===== config.mk =====
export PLATFORM = sky130hd
export DESIGN_NAME = jk_universal_shift_reg
export DESIGN_NICKNAME = d
export VERILOG_FILES = /design/src/rtl/jk_universal_shift_reg.sv
export SDC_FILE = /design/constraint.sdc
export NUM_CORES = 1
export LEC_CHECK = 0
export CORE_AREA = 2 2 47 66
export DETAILED_ROUTE_END_ITERATION = 8
export DIE_AREA = 0 0 49 68
export HOLD_SLACK_MARGIN = 0.12
export PLACE_DENSITY = 0.73
export SLEW_MARGIN = 10
export SYNTH_ARGS = -nofsm -noshare
export SYNTH_HDL_FRONTEND = slang
export SYNTH_SLANG_ARGS = --single-unit

===== constraint.sdc =====
create_clock -name clk -period 3.32 [get_ports clk]
set_input_delay 0.83 -clock clk [delete_from_list [all_inputs] [get_ports clk]]
set_output_delay 0.83 -clock clk [all_outputs]
set_load 0.02 [all_outputs]

===== src/rtl/jk_universal_shift_reg.sv =====
// jk_universal_shift_reg
//
// Purpose:
//   A universal shift register of WIDTH bits. Every bit is stored in a JK
//   stage. Under manual control it can hold, shift right, shift left or
//   parallel-load. It can also run a burst of exactly WIDTH shifts in one
//   direction, controlled by a small IDLE/BUSY/DONE state machine.
//
// Ports:
//   clk     in   1      single clock; all state changes on its rising edge
//   rst_n   in   1      asynchronous active-low reset
//   mode    in   2      00 hold, 01 shift right, 10 shift left, 11 load
//   sin_r   in   1      serial in, enters q[WIDTH-1] on a right shift
//   sin_l   in   1      serial in, enters q[0] on a left shift
//   pin     in   WIDTH  parallel load data
//   start   in   1      burst request, level-sampled every cycle
//   q       out  WIDTH  register contents
//   sout_l  out  1      q[WIDTH-1]
//   sout_r  out  1      q[0]
//   busy    out  1      high while a burst is shifting
//   done    out  1      one-cycle pulse after a burst completes

module jk_universal_shift_reg #(
  parameter int WIDTH = 8
) (
  input  logic             clk,
  input  logic             rst_n,
  input  logic [1:0]       mode,
  input  logic             sin_r,
  input  logic             sin_l,
  input  logic [WIDTH-1:0] pin,
  input  logic             start,
  output logic [WIDTH-1:0] q,
  output logic             sout_l,
  output logic             sout_r,
  output logic             busy,
  output logic             done
);

  localparam int CNT_W = $clog2(WIDTH + 1);

  localparam logic [1:0] MODE_HOLD  = 2'b00;
  localparam logic [1:0] MODE_RIGHT = 2'b01;
  localparam logic [1:0] MODE_LEFT  = 2'b10;

  typedef enum logic [1:0] {
    IDLE = 2'b00,
    BUSY = 2'b01,
    DONE = 2'b10
  } state_t;

  state_t             state;
  state_t             next_state;
  logic [CNT_W-1:0]   cnt;
  logic [CNT_W-1:0]   cnt_next;
  logic               dir_left;
  logic               dir_next;
  logic [WIDTH-1:0]   next_val;
  logic [WIDTH-1:0]   shift_r;
  logic [WIDTH-1:0]   shift_l;
  logic [WIDTH-1:0]   j;
  logic [WIDTH-1:0]   k;

  assign shift_r = {sin_r, q[WIDTH-1:1]};
  assign shift_l = {q[WIDTH-2:0], sin_l};

  // Each JK stage is driven so that it lands on the desired next value:
  // J is the wanted value and K is its inverse. A '1' therefore sets the
  // stage and a '0' resets it.
  assign j = next_val;
  assign k = ~next_val;

  // Next-state logic. A burst request is taken only with a shift mode.
  // The accepting cycle itself does not shift; the WIDTH shifts follow in
  // BUSY and use the serial inputs as they are at each of those edges.
  always_comb begin
    next_state = state;
    next_val   = q;
    cnt_next   = cnt;
    dir_next   = dir_left;
    case (state)
      IDLE: begin
        if (start && (mode == MODE_RIGHT || mode == MODE_LEFT)) begin
          dir_next   = (mode == MODE_LEFT);
          cnt_next   = CNT_W'(WIDTH);
          next_state = BUSY;
        end else begin
          case (mode)
            MODE_HOLD:  next_val = q;
            MODE_RIGHT: next_val = shift_r;
            MODE_LEFT:  next_val = shift_l;
            default:    next_val = pin;
          endcase
        end
      end
      BUSY: begin
        next_val = dir_left ? shift_l : shift_r;
        cnt_next = cnt - CNT_W'(1);
        if (cnt == CNT_W'(1)) begin
          next_state = DONE;
        end
      end
      DONE: begin
        next_state = IDLE;
      end
      default: begin
        next_state = IDLE;
      end
    endcase
  end

  // Register bank. q uses the JK characteristic equation Q+ = J~Q | ~KQ.
  // Reset clears everything at once, so a reset during BUSY or DONE drops
  // the burst and no done pulse follows.
  always_ff @(posedge clk or negedge rst_n) begin
    if (!rst_n) begin
      q        <= '0;
      state    <= IDLE;
      cnt      <= '0;
      dir_left <= 1'b0;
    end else begin
      q        <= (j & ~q) | (~k & q);
      state    <= next_state;
      cnt      <= cnt_next;
      dir_left <= dir_next;
    end
  end

  assign sout_l = q[WIDTH-1];
  assign sout_r = q[0];
  assign busy   = (state == BUSY);
  assign done   = (state == DONE);

endmodule


* Yosys cells after proc, flatten, opt, wreduce, memory -nomap -nowiden
Index checks and enable logic that the tools add are counted.
** Storage, ports and cells
- Register bits :: 15
- Input bits :: 15
- Output and inout port bits :: 12
** Operators by class
- Add/sub/neg operators :: 1
- Eq/ne operators :: 7
- Multiplexer cells :: 9
- Bitwise gates (word level) :: 6
- Reductions and logical operators :: 8
** Operators by type and width (count)
- $not A8 Y8 :: 3
- $pmux W8 S3 :: 1
- $and A8 B8 Y8 :: 2
- $mux W8 :: 2
- $pmux W8 S2 :: 1
- $or A8 B8 Y8 :: 1
- $pmux W4 S2 :: 1
- $reduce_and A2 Y1 :: 3
- $eq A2 B1 Y1 const B :: 2
- $eq A2 B2 Y1 const B :: 2
- $eq A4 B1 Y1 const B :: 1
- $logic_not A2 Y1 :: 2
- $mux W2 :: 2
- $mux W4 :: 1
- $pmux W2 S2 :: 1
- $sub A4 B1 Y4 const B :: 1
- $ne A2 B1 Y1 const B :: 1
- $ne A2 B2 Y1 const B :: 1
- $reduce_bool A2 Y1 :: 1
- $logic_and A1 B1 Y1 :: 1
- $logic_or A1 B1 Y1 :: 1

* Longest topological paths before layout
Gate-level depths: netlist of run 1.
- Depth after elaboration :: 9
- Gate-level depth with buffers :: 6
- Gate-level depth less buffers :: 5

* Least setup slack after synthesis of run 1
No wires, ideal clock.
- Kind :: input to register
- Start point :: input mode[0]
- End point :: register (tool-made name)
- Data arrival time :: 2007 ps
- Slack :: 1187 ps
- Stages on the path :: 6
- Path buffers :: 1
- Cells stage by stage :: inv_1 > ha_1 > and3b_1 > or2_0 > buf_6 > a221o_1
** RTL lines
- start, declared :: line 28 : input logic [1:0] mode,

* Worst setup path in the final report of run 1
- Start point :: register state[0]
- End point :: output busy
** Between the ends
- Word-level cells in the longest chain between the ends :: 1
** Ends and longest elaborated chain
- start, declared :: line 52 : state_t state;
- start signal, assigned :: line 123 : state <= next_state;
- $eq A2 B1 Y1 :: line 131 : assign busy = (state == BUSY);
- end, declared :: line 36 : output logic busy,
No other way between the ends.

==> results.toml, run 1 <==
[outcome]
status = "finished, final reports clean"

[timing]
fin_crit_sh_pct = 84.6
fmax_mhz = 356
fin_hold_ws_ns = 0.525
setup_tns_ns = 0
tightest_slew_ns = 0.699
final.setup_skew_ns = 0.00201
rsz0062_at_grt = "no"
min_period_ns = 2.81
max_slew_margin_pct = 53.2
hold_violations = 0
setup-violations-final = 0
slew_viol_final = 0

[synth]
syn_inst = 108
synth_ff_type = "dfrtp_1"
ys_ff_latch = 15
synth_nets = 129
syn_area_sq_mm = 0.00106
synthDistinctLibCells = 31
synth_edf_count = 0
ys_warn_count = 0
async_reset_ff_share_pct = 100
avgSynthCellArea_sq_um = 9.81
ys_seq_area_share_pct = 35.4

[pwr]
p_per_area_mw_per_mm2 = 845
p_leak_nw = 0.572
max-vdd-ir-drop_uv = 415
power_frac_seq_pct = 35.7
power_mw = 1.14
internal_power_mw = 0.663
switchingPower_mw = 0.481
clkPwrFrac_pct = 13.0
p_sw_share_pct = 42.1
comb_power_share_pct = 51.3

[setup_path]
path_buf_inv = 2
critPathTopFamily = "buffers and inverters"
crit_slowest_cell = "clkdlybuf4s50_1"
required_ns = 2.49
cp_cell_sequence = "or2b_1, clkinv_1, clkdlybuf4s50_1"
cp_max_fo = 9
arrival_ns = 1.98
critPathKind = "flip-flop to primary output"
cp-start-kind = "flip-flop"
slowest_delay_ns = 0.62
setup.worst_path.end_class = "primary output"

[global_route]
grt_pass1_wl_mm = 4.80
track_usage_pct = 18.3
grt_pass1_vias = 1047
gr-total-overflow = 0
grt_max_degree = 17
antenna_found_initial = 0

[floorplan]
die-area_sq_mm = 0.00333
start_util_pct = 38.0
core_region_area_sq_mm = 0.00279
die_w_um = 49
die_height_um = 68
row_count = 23
ios = 27

[cells_and_area]
nFillCells = 278
drive_above_1_share_pct = 11.7
final_nets = 150
n_antenna_cell = 0
area_growth_pct = 27.7
seqCellArea_sq_um = 375
multi_input_area_sq_um = 578

[placement]
portBuffers = 26
place_congestion = 0.780
dpl.hpwl_mm = 2.06

[detailed_routing]
ant_nets = 0
drc = 0
drt-initial-drc-count = 16
firstDrtPassIters = 4
post_drt_wl_per_cell_um = 16.6
vias = 956
drt-total-wl_mm = 2.74
vias_per_cell = 5.79

[worst_hold_path]
hold_class = "flip-flop to flip-flop"

[cts]
clk_pin_slew_ns = 0.06
hold_buffers = 0
cts_setup_buffers = 0
cts_resized = 0
numCtsBuffers = 3
cts_tree = "built"
clock_sinks = 15
clk_path_buf_depth = 2
clk_latency_ns = 0.24
h-tree-depth = 1
cts-root-buf = "clkbuf_8"

[job]
max_cap_viol_count = 0
-- stage by stage --
step | area [sq um] | std cells | setup WS, ns | utilization (%)
after floorplan | 1060 | 108 | 1.19 | -
after global placement | 1310 | 161 | 0.564 | 46.9
after detailed placement | 1310 | 161 | 0.489 | 46.9
after CTS | 1350 | 165 | 0.544 | 48.5
after global routing | 1350 | 165 | 0.414 | 48.5
final | 1350 | 165 | 0.513 | 48.5
-- cell usage in the layout (no fill, tap or decap), drive strengths merged, types with 2 or more instances in the layout --
cell type / count
clkdlybuf4s50: 26
dfrtp: 15
inv: 12
a22oi: 8
a21oi: 8
a221o: 8
mux2: 7
a221oi: 7
ha: 6
o21ai: 5
clkbuf: 4
nand2: 3
nand3: 3
mux2i: 2
-- synthesized netlist by cell type (2+ instances only) --
master	n	area (sq um)
dfrtp_1	15	375
inv_1	12	45.0
o21ai_0	5	25.0
nand2_1	3	11.3
a221o_1	8	80.1
a21oi_1	8	40.0
a221oi_1	7	61.3
nand3_1	3	15.0
mux2_2	7	78.8
mux2i_1	2	20.0
buf_4	3	22.5
clkbuf_1	4	15.0
a22oi_1	8	60.1
ha_1	6	75.1
-- layer usage --
metal	routed length (um)	part of all wire (%)	vias up	GRT usage [%]
met5	0	0	-	0
met4	57	2.1	0	6.07
met3	126	4.6	7	3.71
met2	1450	53	38	34.8
met1	1110	40	464	20.3
li1	-	-	447	-
-- worst paths after layout --
check / startpoint / end / slack (ns) / cells after the start
worst min-delay path: cnt[3] / cnt[3] / 0.53 / 1
min in group asynchronous: rst_n / async pin / 1.01 / 1
worst max-delay path: state[0] / busy / 0.51 / 3
worst max register to register: state[0] / flip-flop / 1.69 / 3
worst min register to register: cnt[3] / cnt[3] / 0.53 / 1
max in group asynchronous: rst_n / state[1] / 1.87 / 1
-- power by group through the flow --
stage                     sequential (mW)  clock (mW)  combinational, mW
final                               0.409       0.148              0.587
after global routing                0.427       0.163              0.638
after CTS                           0.406       0.150              0.589
after detailed placement            0.409           0              0.587
after global placement              0.399           0              0.563
after floorplan                     0.410           0              0.380
-- cell type report --
class	instances	share of cell area, %
clock buffer	4	3.33
inverter	13	3.60
multi-input combinational	70	42.7
sequential	15	27.7
tap	37	3.42
timing repair buffer	26	19.2
-- kinds of logic (layout without fill, tap and decap cells) --
logic type / count (synthesis) / after routing / synth area share, %
DFF: 15 / 15 / 35.4
muxes: 9 / 9 / 9.33
AOI/OAI and AO/OA: 38 / 38 / 26.8
and+or+nand+nor: 17 / 17 / 11.3
adders and majority gates: 6 / 6 / 7.08
buffers and inverters: 23 / 43 / 10.0
-- worst register-to-register path, delay by kind of cell, from the launching register on --
| kind | cells | cell delay (ns) |
|---|---|---|
| compound gates | 1 | 0.40 |
| buf+inv | 1 | 0.32 |
| flops | 1 | 0.43 |
| simple gates | 1 | 0.37 |
Note: power is estimated with default switching activity, not from simulation.
==> run 2, diff against run 1 <==
--- a/config.mk
+++ b/config.mk
@@ -9,7 +9,7 @@
 export DETAILED_ROUTE_END_ITERATION = 8
 export DIE_AREA = 0 0 49 68
 export HOLD_SLACK_MARGIN = 0.12
-export PLACE_DENSITY = 0.73
+export PLACE_DENSITY = 0.76
 export SLEW_MARGIN = 10
 export SYNTH_ARGS = -nofsm -noshare
 export SYNTH_HDL_FRONTEND = slang
==> constraint.sdc (replaced) <==
create_clock -name clk -period 2.35 [get_ports clk]
set_input_delay 0.5875 -clock clk [delete_from_list [all_inputs] [get_ports clk]]
set_output_delay 0.5875 -clock clk [all_outputs]
set_load 0.02 [all_outputs]
==> results.toml, run 2 (synthesized netlist as in run 1, its figures left out) <==
[detailed_routing]
drc = 0
vias = 954
vias_per_cell = 5.61
drt-initial-drc-count = 26
drt-total-wl_mm = 2.64
ant_nets = 0
firstDrtPassIters = 4
post_drt_wl_per_cell_um = 15.5

[floorplan]
start_util_pct = 38.0
row_count = 23
core_region_area_sq_mm = 0.00279
ios = 27
die-area_sq_mm = 0.00333
die_height_um = 68
die_w_um = 49

[cts]
clk_pin_slew_ns = 0.06
clk_latency_ns = 0.25
cts_tree = "built"
cts-root-buf = "clkbuf_8"
cts_setup_buffers = 0
hold_buffers = 0
h-tree-depth = 1
numCtsBuffers = 3
clock_sinks = 15
clk_path_buf_depth = 2

[pwr]
p_per_area_mw_per_mm2 = 1190
p_sw_share_pct = 41.4
clkPwrFrac_pct = 13.0
p_leak_nw = 0.598
internal_power_mw = 0.966
max-vdd-ir-drop_uv = 604
switchingPower_mw = 0.684
power_frac_seq_pct = 34.9
comb_power_share_pct = 52.0
power_mw = 1.65

[setup_path]
setup.worst_path.end_class = "flip-flop"
arrival_ns = 2.35
cp_max_fo = 5
slowest_delay_ns = 0.70
cp_cell_sequence = "clkdlybuf4s50_1, inv_1, ha_1, or4bb_2, nand3_1, o21ai_0"
path_buf_inv = 2
required_ns = 2.47
critPathTopFamily = "simple AND/OR/NAND/NOR gates"
critPathKind = "input pin to flip-flop"
crit_slowest_cell = "or4bb_2"
cp-start-kind = "input pin"

[placement]
placed_cell_area_sq_mm = 0.00135
portBuffers = 26
place_congestion = 0.813
place_ws_ns = -0.211
dpl.hpwl_mm = 1.95

[global_route]
antenna_found_initial = 0
grt_pass1_wl_mm = 4.51
grt_max_degree = 17
track_usage_pct = 17.5
gr-total-overflow = 0
grt_pass1_vias = 954

[cells_and_area]
final_common_cell = "clkdlybuf4s50_1"
final_cell_mix = "26 x clkdlybuf4s50_1, 15 x dfrtp_1, 12 x inv_1"
fin_area_sq_mm = 0.00139
drive_above_1_share_pct = 15.0
multi_input_area_sq_um = 578
area_growth_pct = 31.3
seqCellArea_sq_um = 375
nFillCells = 275
final_nets = 155
n_antenna_cell = 0

[timing]
hold_violations = 0
slew_viol_final = 0
rsz0062_at_grt = "no"
fmax_mhz = 448
tightest_slew_ns = 0.683
fin_crit_sh_pct = 95.0
max_slew_margin_pct = 54.3
final.setup_skew_ns = 0.00225
setup_ws_ns = 0.118
setup-violations-final = 0
min_period_ns = 2.23

[outcome]
status = "finished, final reports clean"

[job]
max_cap_viol_count = 0

[worst_hold_path]
hold_class = "flip-flop to flip-flop"
-- run 2: final cells by class --
cell class / instances / share of cell area (%)
multi-input combinational: 70 / 41.5
timing repair buffer: 31 / 21.4
clock buffer: 4 / 3.24
sequential: 15 / 27.0
inverter: 13 / 3.51
tap: 37 / 3.33
-- run 2: power groups by stage --
stage          registers, mW  clock network (mW)  logic (mW)
4_1_cts                0.575               0.222       0.863
2_1_floorplan          0.579                   0       0.536
3_5_place_dp           0.577                   0       0.861
3_3_place_gp           0.564                   0       0.833
6_report               0.576               0.215       0.859
5_1_grt                0.604               0.228       0.938
-- run 2: metal layers --
metal  global-route usage, %  part of all wire (%)  vias up
met5                       0                     0        -
met4                    7.14                   1.3        0
met3                    3.49                   5.7        4
met2                    32.2                    52       46
met1                    20.0                    41      450
li1                        -                     -      454
-- run 2: stage by stage --
stage | hold WS, ns | std cells | setup TNS (ns) | util [%]
global placement | 0.467 | 166 | -1.12 | 48.2
detailed placement | 0.477 | 166 | -1.90 | 48.2
floorplan | 0.292 | 108 | 0 | -
finish | 0.482 | 170 | 0 | 49.8
CTS | 0.485 | 170 | 0 | 49.8
global route | 0.520 | 170 | 0 | 49.8
-- run 2: what timing repair did --
| item | CTS | global route |
|---|---|---|
| endpoints found under the setup margin | 0 | 5 |
| endpoints found under the hold margin | 0 | 0 |
| resized for setup | 0 | 1 |
-- run 2: worst paths after layout --
path / slack [ns] / endpoint / start / depth (start not counted)
setup / recovery: 0.12 / cnt[2] / mode[0] / 6
hold / removal: 0.48 / cnt[3] / cnt[3] / 1
setup reg to reg: 0.86 / cnt[2] / state[0] / 3
hold reg to reg: 0.48 / cnt[3] / cnt[3] / 1
max in group asynchronous: 1.16 / state[0] / rst_n / 1
min in group asynchronous: 0.75 / async pin / rst_n / 1
==> run 3, diff against run 2 <==
==> constraint.sdc (replaced) <==
create_clock -name clk -period 2 [get_ports clk]
set_input_delay 0.5 -clock clk [delete_from_list [all_inputs] [get_ports clk]]
set_output_delay 0.5 -clock clk [all_outputs]
set_load 0.02 [all_outputs]
==> results.toml, run 3 (synthesized netlist as in run 1, its figures left out) <==
[outcome]
status = "finished, final reports clean"

[cts]
h-tree-depth = 1
cts_setup_buffers = 0
clock_sinks = 15
cts-root-buf = "clkbuf_8"
numCtsBuffers = 3
clk_latency_ns = 0.26
clk_pin_slew_ns = 0.07
clk_path_buf_depth = 2
hold_buffers = 0
cts_tree = "built"

[detailed_routing]
firstDrtPassIters = 4
ant_nets = 0
vias_per_cell = 5.59
drt-total-wl_mm = 2.70
drt-initial-drc-count = 41
drc = 0
vias = 967
post_drt_wl_per_cell_um = 15.6

[cells_and_area]
drive_above_1_share_pct = 22.1
n_antenna_cell = 0
final_util_pct = 51.5
final_cell_mix = "23 x clkdlybuf4s50_1, 15 x dfrtp_1, 10 x inv_1"
area_growth_pct = 35.8
final_nets = 158
final_common_cell = "clkdlybuf4s50_1"

[setup_path]
arrival_ns = 2.10
slowest_delay_ns = 0.50
crit_slowest_cell = "clkdlybuf4s50_1"
cp-start-kind = "input pin"
cp_cell_sequence = "clkdlybuf4s50_1, inv_2, ha_4, and3b_1, or2_4, a221o_1"
cp_max_fo = 7
required_ns = 2.14
worst-r2r-setup-slack_ns = 0.61
setup.worst_path.end_class = "flip-flop"
r2r_cells = 3
critPathKind = "input pin to flip-flop"
regToRegStartpoint = "state[0]"

[worst_hold_path]
hold_depth = 1
hold_path_end = "cnt[3]"
hold_path.startpoint = "cnt[3]"
hold_class = "flip-flop to flip-flop"

[pwr]
p_leak_nw = 0.622
power_mw = 1.96
p_per_area_mw_per_mm2 = 1360
max-vdd-ir-drop_uv = 628

[timing]
fmax_mhz = 512
setup-violations-final = 0
final.setup_skew_ns = 0.00156
fin_hold_ws_ns = 0.495
slew_viol_final = 0
setup_tns_ns = 0
hold_violations = 0
rsz0062_at_grt = "no"
fin_crit_sh_pct = 97.6
max_slew_margin_pct = 73.5
setup_ws_ns = 0.0486
tightest_slew_ns = 0.397
min_period_ns = 1.95

[placement]
place_ws_ns = -0.418
portBuffers = 26
dpl.hpwl_mm = 1.95
place_congestion = 0.821

[floorplan]
row_count = 23
ios = 27
core_region_area_sq_mm = 0.00279
start_util_pct = 38.0
die-area_sq_mm = 0.00333
die_height_um = 68
die_w_um = 49

[global_route]
grt_pass1_wl_mm = 4.61
grt_max_degree = 17
antenna_found_initial = 0
track_usage_pct = 18.2
grt_pass1_vias = 1024
gr-total-overflow = 0

[job]
max_cap_viol_count = 0
-- run 3: repair_timing --
| action | CTS | global route |
|---|---|---|
| endpoints found under the setup margin | 13 | 7 |
| gates resized for setup | 6 | 6 |
| pin swaps | 0 | 2 |
| cloned | 0 | 0 |
-- run 3: layer usage --
layer  GRT usage, %  up-vias  share of wire, %  wire (um)
met2           32.2       29                50       1350
met1           18.9      470                42       1130
li1               -      463                 -          -
met4           10.7        0               2.1         57
met5              0        -                 0          0
met3           6.11        5               5.8        155
-- run 3: through the flow --
stage	std cells	cell area [sq um]
finish	173	1440
global route	173	1440
CTS	173	1430
detailed placement	169	1370
global placement	169	1370
floorplan	108	1060
-- run 3: how the worst max path moves through the flow --
| stage | start | to | slack, ns |
|---|---|---|---|
| after detailed placement | mode[0] | flip-flop | -0.42 |
| after floorplan | mode[0] | flip-flop | 0.20 |
| after global routing | mode[1] | flip-flop | 0.008 |
| final | mode[1] | flip-flop | 0.05 |
| after global placement | mode[0] | flip-flop | -0.38 |
| after CTS | mode[0] | flip-flop | 0.04 |
-- run 3: worst max-delay path: cells and delay by family --
family	cells	cell delay [ns]
buffers and inverters	2	0.56
AND/OR/NAND/NOR	2	0.47
AO/OA/AOI/OAI	1	0.35
adder cells (fa/ha/maj)	1	0.22
-- run 3: layout make-up --
class,instances,area [sq um]
multi-input cells,70,603
clock buffers,4,45.0
well taps,37,46.3
inverters,13,48.8
flip-flops and latches,15,375
repair buffers,34,320
fillers,268,1350
-- run 3: power breakdown --
part	switching, mW	internal [mW]	leakage, nW
registers	0.228	0.445	0.187
logic	0.467	0.557	0.412
clock network	0.124	0.142	0.0228
total	0.819	1.14	0.622
